[src/rtl/sort_pkg.sv]
// rtl/sort_pkg.sv - shared types and constants for the sort job scheduler
package sort_pkg;
  localparam int WRDW     = 32;
  localparam int WRDN     = 4;
  localparam int BEATW    = 20;
  localparam int TAGW     = 8;
  localparam int MIN_BEAT = 2;

  typedef enum logic [2:0] {
    ST_IDLE  = 3'd0,
    ST_START = 3'd1,
    ST_SORT  = 3'd2,
    ST_WB    = 3'd3,
    ST_DRAIN = 3'd4
  } sched_state_e;

  typedef struct packed {
    logic [BEATW-1:0] beat;
    logic [TAGW-1:0]  tag;
  } sort_desc_t;
endpackage

[src/rtl/sort_desc_fifo.sv]
// rtl/sort_desc_fifo.sv - register-based descriptor FIFO with simultaneous push/pop
module sort_desc_fifo #(
  parameter int DW = 28,
  parameter int AW = 2
) (
  input  logic          i_clk,
  input  logic          i_rst_n,
  input  logic          i_push,
  input  logic [DW-1:0] i_wdata,
  input  logic          i_pop,
  output logic [DW-1:0] o_rdata,
  output logic          o_full,
  output logic          o_empty
);
  localparam int DEPTH = 1 << AW;

  logic [DW-1:0] mem_q [DEPTH];
  logic [DW-1:0] mem_d [DEPTH];
  logic [AW-1:0] wptr_q, wptr_d, rptr_q, rptr_d;
  logic [AW:0]   cnt_q, cnt_d;
  logic          do_push, do_pop;

  assign o_full  = (cnt_q == (AW+1)'(DEPTH));
  assign o_empty = (cnt_q == '0);
  assign o_rdata = mem_q[rptr_q];
  assign do_push = i_push && !o_full;
  assign do_pop  = i_pop && !o_empty;

  always_comb begin
    mem_d  = mem_q;
    wptr_d = wptr_q;
    rptr_d = rptr_q;
    cnt_d  = cnt_q;
    if (do_push) begin
      mem_d[wptr_q] = i_wdata;
      wptr_d        = wptr_q + 1'b1;
    end
    if (do_pop) rptr_d = rptr_q + 1'b1;
    case ({do_push, do_pop})
      2'b10:   cnt_d = cnt_q + 1'b1;
      2'b01:   cnt_d = cnt_q - 1'b1;
      default: cnt_d = cnt_q;
    endcase
  end

  always_ff @(posedge i_clk or negedge i_rst_n) begin
    if (!i_rst_n) begin
      for (int i = 0; i < DEPTH; i++) mem_q[i] <= '0;
      wptr_q <= '0;
      rptr_q <= '0;
      cnt_q  <= '0;
    end else begin
      mem_q  <= mem_d;
      wptr_q <= wptr_d;
      rptr_q <= rptr_d;
      cnt_q  <= cnt_d;
    end
  end
endmodule

[src/rtl/sort_job_scheduler.sv]
// rtl/sort_job_scheduler.sv - serialises sort jobs onto the datapath start/writeback controls
module sort_job_scheduler #(
    parameter int BEATW        = 20,
    parameter int BUFD_ORDER   = 19,
    parameter int QDEPTH_ORDER = 2,
    parameter int TAGW         = 8,
    parameter int TMO_W        = 24
) (
    input  logic             i_clk,
    input  logic             i_rst_n,
    input  logic             i_desc_valid,
    input  logic [BEATW-1:0] i_desc_beat,
    input  logic [TAGW-1:0]  i_desc_tag,
    output logic             o_desc_ready,
    output logic             o_desc_err,
    output logic [BEATW-1:0] o_beat,
    output logic             o_start,
    input  logic             i_done,
    output logic             o_writeback,
    input  logic             i_wb_last,
    output logic             o_cpl_valid,
    output logic [TAGW-1:0]  o_cpl_tag,
    output logic             o_busy,
    output logic [15:0]      o_jobs_done,
    output logic             o_timeout
);
    import sort_pkg::*;

    localparam logic [BEATW:0] MAX_BEAT = {{BEATW{1'b0}}, 1'b1} << BUFD_ORDER;

    sched_state_e          state_q, state_d;
    logic [BEATW-1:0]      beat_q, beat_d;
    logic [TAGW-1:0]       tag_q, tag_d;
    logic                  cpl_q, cpl_d;
    logic                  err_q, err_d;
    logic [15:0]           jobs_q, jobs_d;
    logic                  fifo_full, fifo_empty, push, pop, legal, tmo_hit;
    logic [BEATW+TAGW-1:0] head;

    assign legal = (i_desc_beat >= BEATW'(MIN_BEAT)) && ({1'b0, i_desc_beat} <= MAX_BEAT);
    assign push  = i_desc_valid && !fifo_full && legal;
    assign pop   = (state_q == ST_IDLE) && !fifo_empty;

    sort_desc_fifo #(.DW(BEATW + TAGW), .AW(QDEPTH_ORDER)) u_fifo (
        .i_clk   (i_clk),
        .i_rst_n (i_rst_n),
        .i_push  (push),
        .i_wdata ({i_desc_beat, i_desc_tag}),
        .i_pop   (pop),
        .o_rdata (head),
        .o_full  (fifo_full),
        .o_empty (fifo_empty)
    );

    always_comb begin
        state_d = state_q;
        beat_d  = beat_q;
        tag_d   = tag_q;
        cpl_d   = 1'b0;
        jobs_d  = jobs_q;
        err_d   = i_desc_valid && !fifo_full && !legal;
        case (state_q)
            ST_IDLE: begin
                if (!fifo_empty) begin
                    {beat_d, tag_d} = head;
                    state_d         = ST_START;
                end
            end
            ST_START: state_d = ST_SORT;
            ST_SORT: begin
                if (tmo_hit) begin
                    cpl_d   = 1'b1;
                    jobs_d  = jobs_q + 16'd1;
                    state_d = ST_IDLE;
                end else if (i_done) begin
                    state_d = ST_WB;
                end
            end
            ST_WB: state_d = ST_DRAIN;
            ST_DRAIN: begin
                if (i_wb_last || tmo_hit) begin
                    cpl_d   = 1'b1;
                    jobs_d  = jobs_q + 16'd1;
                    state_d = ST_IDLE;
                end
            end
            default: state_d = ST_IDLE;
        endcase
    end

    always_ff @(posedge i_clk or negedge i_rst_n) begin
        if (!i_rst_n) begin
            state_q <= ST_IDLE;
            beat_q  <= '0;
            tag_q   <= '0;
            cpl_q   <= 1'b0;
            err_q   <= 1'b0;
            jobs_q  <= '0;
        end else begin
            state_q <= state_d;
            beat_q  <= beat_d;
            tag_q   <= tag_d;
            cpl_q   <= cpl_d;
            err_q   <= err_d;
            jobs_q  <= jobs_d;
        end
    end

`ifdef SORT_SCHED_WATCHDOG_EN
    logic [TMO_W-1:0] wdog_q, wdog_d;
    logic             tmo_q, tmo_d;
    logic             waiting;

    assign waiting = (state_q == ST_SORT) || (state_q == ST_DRAIN);
    assign tmo_hit = waiting && (&wdog_q);

    always_comb begin
        wdog_d = wdog_q;
        if (state_d != state_q) wdog_d = '0;
        else if (waiting)       wdog_d = wdog_q + 1'b1;
        tmo_d = tmo_q || tmo_hit;
    end

    always_ff @(posedge i_clk or negedge i_rst_n) begin
        if (!i_rst_n) begin
            wdog_q <= '0;
            tmo_q  <= 1'b0;
        end else begin
            wdog_q <= wdog_d;
            tmo_q  <= tmo_d;
        end
    end

    assign o_timeout = tmo_q;
`else
    assign tmo_hit   = 1'b0;
    assign o_timeout = 1'b0;
`endif

    assign o_desc_ready = !fifo_full;
    assign o_desc_err   = err_q;
    assign o_beat       = beat_q;
    assign o_start      = (state_q == ST_START);
    assign o_writeback  = (state_q == ST_WB);
    assign o_cpl_valid  = cpl_q;
    assign o_cpl_tag    = tag_q;
    assign o_busy       = (state_q != ST_IDLE) || !fifo_empty;
    assign o_jobs_done  = jobs_q;
endmodule

[config.mk]
export PLATFORM = sky130hd
export DESIGN_NAME = sort_job_scheduler
export DESIGN_NICKNAME = d
export VERILOG_FILES = /design/src/rtl/sort_pkg.sv /design/src/rtl/sort_desc_fifo.sv /design/src/rtl/sort_job_scheduler.sv
export SDC_FILE = /design/constraint.sdc
export NUM_CORES = 1
export LEC_CHECK = 0
export BUFFER_PORTS_ARGS = -buffer_cell sky130_fd_sc_hd__buf_2
export CAP_MARGIN = 20
export CORE_AREA = 3 3 130 119
export DETAILED_ROUTE_END_ITERATION = 8
export DIE_AREA = 0 0 133 122
export PLACE_DENSITY_LB_ADDON = 0.25
export SYNTH_ARGS = -nofsm -noshare
export SYNTH_HDL_FRONTEND = slang
export SYNTH_SLANG_ARGS = --single-unit
[constraint.sdc]
create_clock -name i_clk -period 2.5 [get_ports i_clk]
set_clock_uncertainty 0.1 [all_clocks]
set_input_delay 0.25 -clock i_clk [delete_from_list [all_inputs] [get_ports i_clk]]
set_output_delay 0.25 -clock i_clk [all_outputs]
set_load 0.02 [all_outputs]
## After elaboration in Yosys (flattened, before gate mapping)

Cells that the tools add are included.
Widths: inputs -> output; s select.

| word-level totals | value |
|---|---|
| register bits | 168 |

| operators by class | value |
|---|---|
| add/sub/neg operators | 5 |
| $lt $le $gt $ge | 5 |
| equality and inequality tests | 10 |
| muxes and demuxes | 13 |
| bitwise gates (word level) | 3 |
| reductions and logical operators | 19 |

Operators with widths:

| cell | count |
|---|---|
| $bwmux 112 | 1 |
| $mux 28 | 3 |
| $bmux 28 s2 | 1 |
| $demux 28 s2 | 1 |
| $ge 20x2->1 const B | 1 |
| $le 20x20->1 const B | 1 |
| $add 16x1->16 const B | 1 |
| $pmux 3 s5 | 1 |
| $mux 3 | 3 |
| $logic_and 1x1->1 | 8 |
| $eq 3x2->1 const B | 2 |
| $eq 3x3->1 const B | 2 |
| $ge 3x3->1 const B | 2 |
| $logic_not 3->1 | 2 |
| $ne 2x2->1 const B | 3 |
| $not 2->3 | 2 |
| $pmux 3 s2 | 1 |
| $add 2x1->2 const B | 2 |
| $reduce_and 2->1 | 2 |
| $add 3x1->3 const B | 1 |
| $eq 3x1->1 const B | 1 |
| $logic_not 1->1 | 3 |
| $lt 3x1->1 const B | 1 |
| $reduce_and 3->1 | 1 |
| other kinds (8) | 9 |

## Longest topological paths before layout

| depth | value |
|---|---|
| word-level depth | 7 |
| gate-level depth with buffers | 11 |
| depth with buffers taken out | 10 |

## Cells and area by module

From an unflattened synthesis, not the netlist that was laid out.

| second synthesis, totals | value |
|---|---|
| cells, all modules | 459 |
| area total of the unflattened synthesis | 7,418.4 um2 |

By module, submodules not included:

| module | instances | cells an instance | area an instance (um2) | sequential area each (um2) |
|---|---|---|---|---|
| sort_desc_fifo | 1 | 306 | 5,317.6 | 2,977.9 |
| sort_job_scheduler | 1 | 153 | 2,100.8 | 1,226.2 |

## Worst setup path before layout

OpenSTA, ideal clock, no wires.

| path | value |
|---|---|
| kind | flip-flop to flip-flop |
| from | register state_q[1] |
| to | register u_fifo.cnt_q[2] |
| setup time | 0.079 ns |
| arrival time | 2.384 ns |
| data required time | 2.321 ns |
| setup slack | -0.063 ns |
| cell stages (with the launch flop) | 10 |
| buffers on the path | 2 |
| period minus slack after synthesis | 2.563 ns |
| cell sequence | dfrtp_1 clkbuf_1 nor4_1 clkbuf_1 ha_1 inv_1 fa_1 xor2_1 nor2_1 xor2_1 |

| on the way | value |
|---|---|
| cells in the longest elaborated chain, start to end | 5 |
| elaborated cells between the ends (all ways) | 7 |
| those cells by class | 2 x eq/ne; 1 x mux; 4 x reduce/logical |

Ends and longest elaborated chain:

| element | line | text |
|---|---|---|
| from (decl) | sort_job_scheduler.sv:31 | `sched_state_e state_q, state_d;` |
| from (signal assigned) | sort_job_scheduler.sv:100 | `state_q <= state_d;` |
| $logic_not 3->1 * | sort_job_scheduler.sv:42 | `assign pop = (state_q == ST_IDLE) && !fifo_empty;` |
| $logic_and 1x1->1 * | sort_job_scheduler.sv:42 |  |
| via pop | sort_job_scheduler.sv:37 | `logic fifo_full, fifo_empty, push, pop, legal, tmo_hit;` |
| $logic_and 1x1->1 * | sort_desc_fifo.sv:27 | `assign do_pop = i_pop && !o_empty;` |
| $eq 2x1->1 or $eq 2x2->1 (tied branches) | sort_desc_fifo.sv:39 | `case ({do_push, do_pop})` |
| $pmux 3 s2 or $reduce_bool 2->1 (tied branches) | -- |  |
| to (signal assigned) | sort_desc_fifo.sv:56 | `cnt_q <= cnt_d;` |
| to (decl) | sort_desc_fifo.sv:20 | `logic [AW:0] cnt_q, cnt_d;` |

The timed path passes the listed nets; every way through them passes the cells marked *.
A chain may end at the register's enable or synchronous reset.

## Worst setup path in the final report

| path | value |
|---|---|
| from | register u_fifo.cnt_q[0] |
| to | register u_fifo.cnt_q[2] |

| on the way | value |
|---|---|
| cells in the longest elaborated chain, start to end | 7 |
| elaborated cells between the ends (all ways) | 15 |
| those cells by class | 2 x add/sub; 3 x eq/ne; 1 x mux; 9 x reduce/logical |

Ends and longest elaborated chain:

| element | line | text |
|---|---|---|
| $eq 3x3->1 | sort_desc_fifo.sv:23 | `assign o_full = (cnt_q == (AW+1)'(DEPTH));` |
| $logic_not 1->1 | sort_desc_fifo.sv:26, sort_job_scheduler.sv:41 |  |
| $logic_and 1x1->1 (2 in a row) | sort_job_scheduler.sv:41 | `assign push = i_desc_valid && !fifo_full && legal;` |
| $logic_and 1x1->1 | sort_desc_fifo.sv:26 | `assign do_push = i_push && !o_full;` |
| $eq 2x1->1 or $eq 2x2->1 (tied branches) | sort_desc_fifo.sv:39 |  |
| $pmux 3 s2 or $reduce_bool 2->1 (tied branches) | -- |  |

Several ways; a longest one is shown, not always the timed one.

==> metrics.md <==
| Metric | Value |
|---|---|
| Max_slew headroom | 0.555 |
| Fill cell count | 1052 |
| Placement Cell Area | between 8000 and 9000 µm² |
| Fmax | 431 MHz |
| Tmin final | 2320 ps |
| CP endpoint kind | flip-flop |
| Top FF cell, synth | dfrtp_1 |
| Clock tree buffer depth | 2 |
| Avg WL per Cell | 18.8 µm |
| Core area | 14100 µm² |
| Final non-filler cell total | 820 |
| Design area | around 9000 µm² |
| H-tree lvl count | 4 |
| Status | complete, no violations |
| Switching Fraction | 0.307 |
| DP Worst Slack | -138 ps |
| Die height | between 100 and 150 µm |
| Num CTS Buffers | 17 |
| Setup-failing EPs final | 0 |
| Via Count | 4464 |
| Ports | between 80 and 90 |
| CTS sink count | approximately 170 |
| Largest net degree at the start of global routing | 72 |
| Hold EP | u_fifo.mem_q[58] |
| Hold path depth | 2 |
| CP startpoint kind | flip-flop |
| Die span in x | 133 µm |
| Combinational Power Share | 0.379 |
| Syn_area_per_cell | around 15 µm² |
| Final WL | around 15000 µm |
| Reg clk slew, reported paths | about 60 ps |
| Post-synth EDFFs | 0 |
| Synth unique cells | 48 |
| Cells after synthesis | 486 |
| Yosys warns | 0 |
| Post-synthesis register bit count | ~170 |
| Sw power | between 3 and 4 mW |
| GPL Wtd Cong | 0.816 |
| Total design power | approximately 12 mW |
| Vias per std cell | approximately 5.4 |
| Initial Util | 0.530 |
| Post CTS Setup Buffer Count | 0 |
| Pwr Density | about 1300 nW/µm² |
| Most used standard cell by instance count after synthesis | dfrtp_1 |
| Crit path kind | reg2reg |
| Synth area leader | dfrtp_1 |
| Antenna Nets Post-Route | 0 |
| Reg2Reg Depth | 9 |
| Final Hold Vio Count | 0 |
| Area contributors post-synth | dfrtp_1 (56%), mux2_2 (17%), mux4_2 (8.4%) |
| Flop pwr share | 0.397 |
| First-pass GRT wire length | ~26000 µm |
| R2R setup slack | around 180 ps |
| Cell count after placement | approximately 780 |
| Max-Cap Viols | 0 |
| Int Pwr | between 8 and 9 mW |
| HP Class | in2reg |
| Area of the die | between 15000 and 20000 µm² |
| Worst r2r src | u_fifo.cnt_q[0] |
| Clk network pwr share | 0.224 |
| CTS tree | done |
| Synth top area share | 0.562 |
| HP Start | i_desc_tag[2] |
| Share of cells above drive strength 1 | 0.510 |
| Total global routing overflow | 0 |
| Crit path DAT | around 2600 ps |
| RSZ-0062 raised after global routing | false |
| Final worst slack | between 150 and 200 ps |
| FP Rows | slightly above 40 |
| CTS Root Cell | clkbuf_16 |
| Asr flop ratio synth | 1.00 |
| Maximum VDD drop | 0.645 mV |
| Antenna cells | 0 |
| Clock Latency Late Sink | 420 ps |
| Worst endpoint required time | approximately 2800 ps |
| Reg2reg end | u_fifo.cnt_q[2] |
| Antenna violations before repair | 0 |
| Synth top cells by count | dfrtp_1 (168), mux2_2 (111), mux4_2 (28) |
| Sequential-to-total area share from yosys stat | 0.562 |
| Worst Tran Pin Value | ~670 ps |
| Syn_nets | about 530 |
| Vias in the first global route | 4809 |
| Initial DRC Count | between 100 and 150 |
| GRT Overall Usage | 0.204 |
| DRC viols | 0 |
| # port buffers | 82 |
| Fin nets | about 660 |
| Dpl hpwl | around 10000 µm |
| Area delta synth->final | 21.6% |
| CP max FO | 4 |
| Max-slew violations | 0 |
| Post-Synthesis Cell Area | 7480 µm² |
| Tcrit/Tclk final | 0.928 |
| First drt pass iteration count | 4 |
| LEAKAGE | approximately 4.2 nW |
-- registers in the layout, summed over array words and instances, names as in the netlist --
| register | cells |
|---|---|
| o_cpl_tag | 8 |
| o_cpl_valid | 1 |
| u_fifo.wptr_q | 2 |
| state_q | 3 |
| u_fifo.cnt_q | 3 |
| u_fifo.rptr_q | 2 |
| o_desc_err | 1 |
| u_fifo.mem_q | 112 |
| o_beat | 20 |
| o_jobs_done | 16 |
-- metal layers --
layer	vias up	wire length [µm]	track usage
li1	2031	-	-
met1	2339	6940	0.268
met2	79	7750	0.343
met3	15	584	0.0528
met4	0	147	0.0526
met5	-	0	0
-- power groups by stage --
stage	logic [mW]	registers, mW	clock network, mW
after floorplan	3.09	4.79	0
after global placement	4.37	4.59	0
after detailed placement	4.51	4.70	0
after CTS	4.54	4.67	2.69
after global routing	4.82	4.82	2.81
final	4.46	4.67	2.64
-- worst max-delay path by stage --
stage	start	to	slack (ps)	cells past startpoint
final	u_fifo.cnt_q[0]	u_fifo.cnt_q[2]	180	9
after global routing	u_fifo.cnt_q[0]	u_fifo.cnt_q[2]	40	9
after CTS	u_fifo.cnt_q[0]	u_fifo.cnt_q[2]	180	9
after detailed placement	i_desc_beat[18]	u_fifo.cnt_q[2]	-140	12
after global placement	i_desc_beat[18]	u_fifo.cnt_q[2]	-60	12
after floorplan	u_fifo.cnt_q[0]	u_fifo.cnt_q[2]	20	11
-- through the flow --
step	TNS (ps)	utilization	hold WS, ps
after floorplan	0	-	-146
after global placement	-247	0.595	211
after detailed placement	-3150	0.595	223
after CTS	0	0.645	0.0424
after global routing	0	0.645	0.867
final	0	0.645	7.51
-- final cells by class --
class                           instances  area [µm²]  area share
Timing Repair Buffer                  134         935       0.103
Tap cell                              193         241      0.0266
Multi-Input combinational cell        286        3090       0.340
Sequential cell                       168        4210       0.462
Inverter                                9        33.8     0.00371
Clock inverter                          8         123      0.0135
Clock buffer                           22         464      0.0510
-- repair_timing --
action,CTS,global route
hold buffers,11,0
resized for setup,0,0
endpoints found under the hold margin,89,0
-- worst max-delay path, stage by stage (launching register included) --
cell	delay (ps)
dfrtp_1	420
or3b_1	400
and2_1	190
nand3_1	100
ha_1	180
inv_1	60
fa_1	370
xor2_1	150
nor2_1	110
xor2_1	160
-- logic make-up after synthesis --
logic type / after synthesis / share of synthesized area
muxes: 164 / 0.299
AOI/OAI and AO/OA: 16 / 0.0157
and+or+nand+nor: 76 / 0.0587
xor gates and xnor gates: 22 / 0.0258
adders and majority gates: 7 / 0.0127
buffers and inverters: 32 / 0.0253
DFF: 168 / 0.562
other: 1 / 0.000502
-- cells in the final DEF (no fill, tap or decap), types with 2 or more instances in the layout --
| cell type | n |
|---|---|
| a21oi_1 | 2 |
| and2_1 | 2 |
| and3_1 | 2 |
| buf_12 | 8 |
| buf_2 | 81 |
| buf_4 | 33 |
| bufinv_16 | 3 |
| clkbuf_1 | 3 |
| clkbuf_16 | 17 |
| clkbuf_8 | 2 |
| clkinv_2 | 3 |
| clkinv_4 | 2 |
| dfrtp_1 | 167 |
| dlygate4sd3_1 | 11 |
| ha_1 | 6 |
| inv_1 | 9 |
| mux2_1 | 4 |
| mux2_2 | 111 |
| mux2_4 | 20 |
| mux4_2 | 28 |
| nand2_1 | 14 |
| nand2b_1 | 2 |
| nand3_1 | 9 |
| nand4_1 | 10 |
| nor2_1 | 10 |
| nor2_4 | 3 |
| nor3_1 | 7 |
| nor4_1 | 4 |
| o2111a_1 | 3 |
| o21ai_0 | 4 |
| o21bai_1 | 3 |
| xnor2_1 | 17 |
| xor2_1 | 5 |
Power figures use the tool's default switching activity.
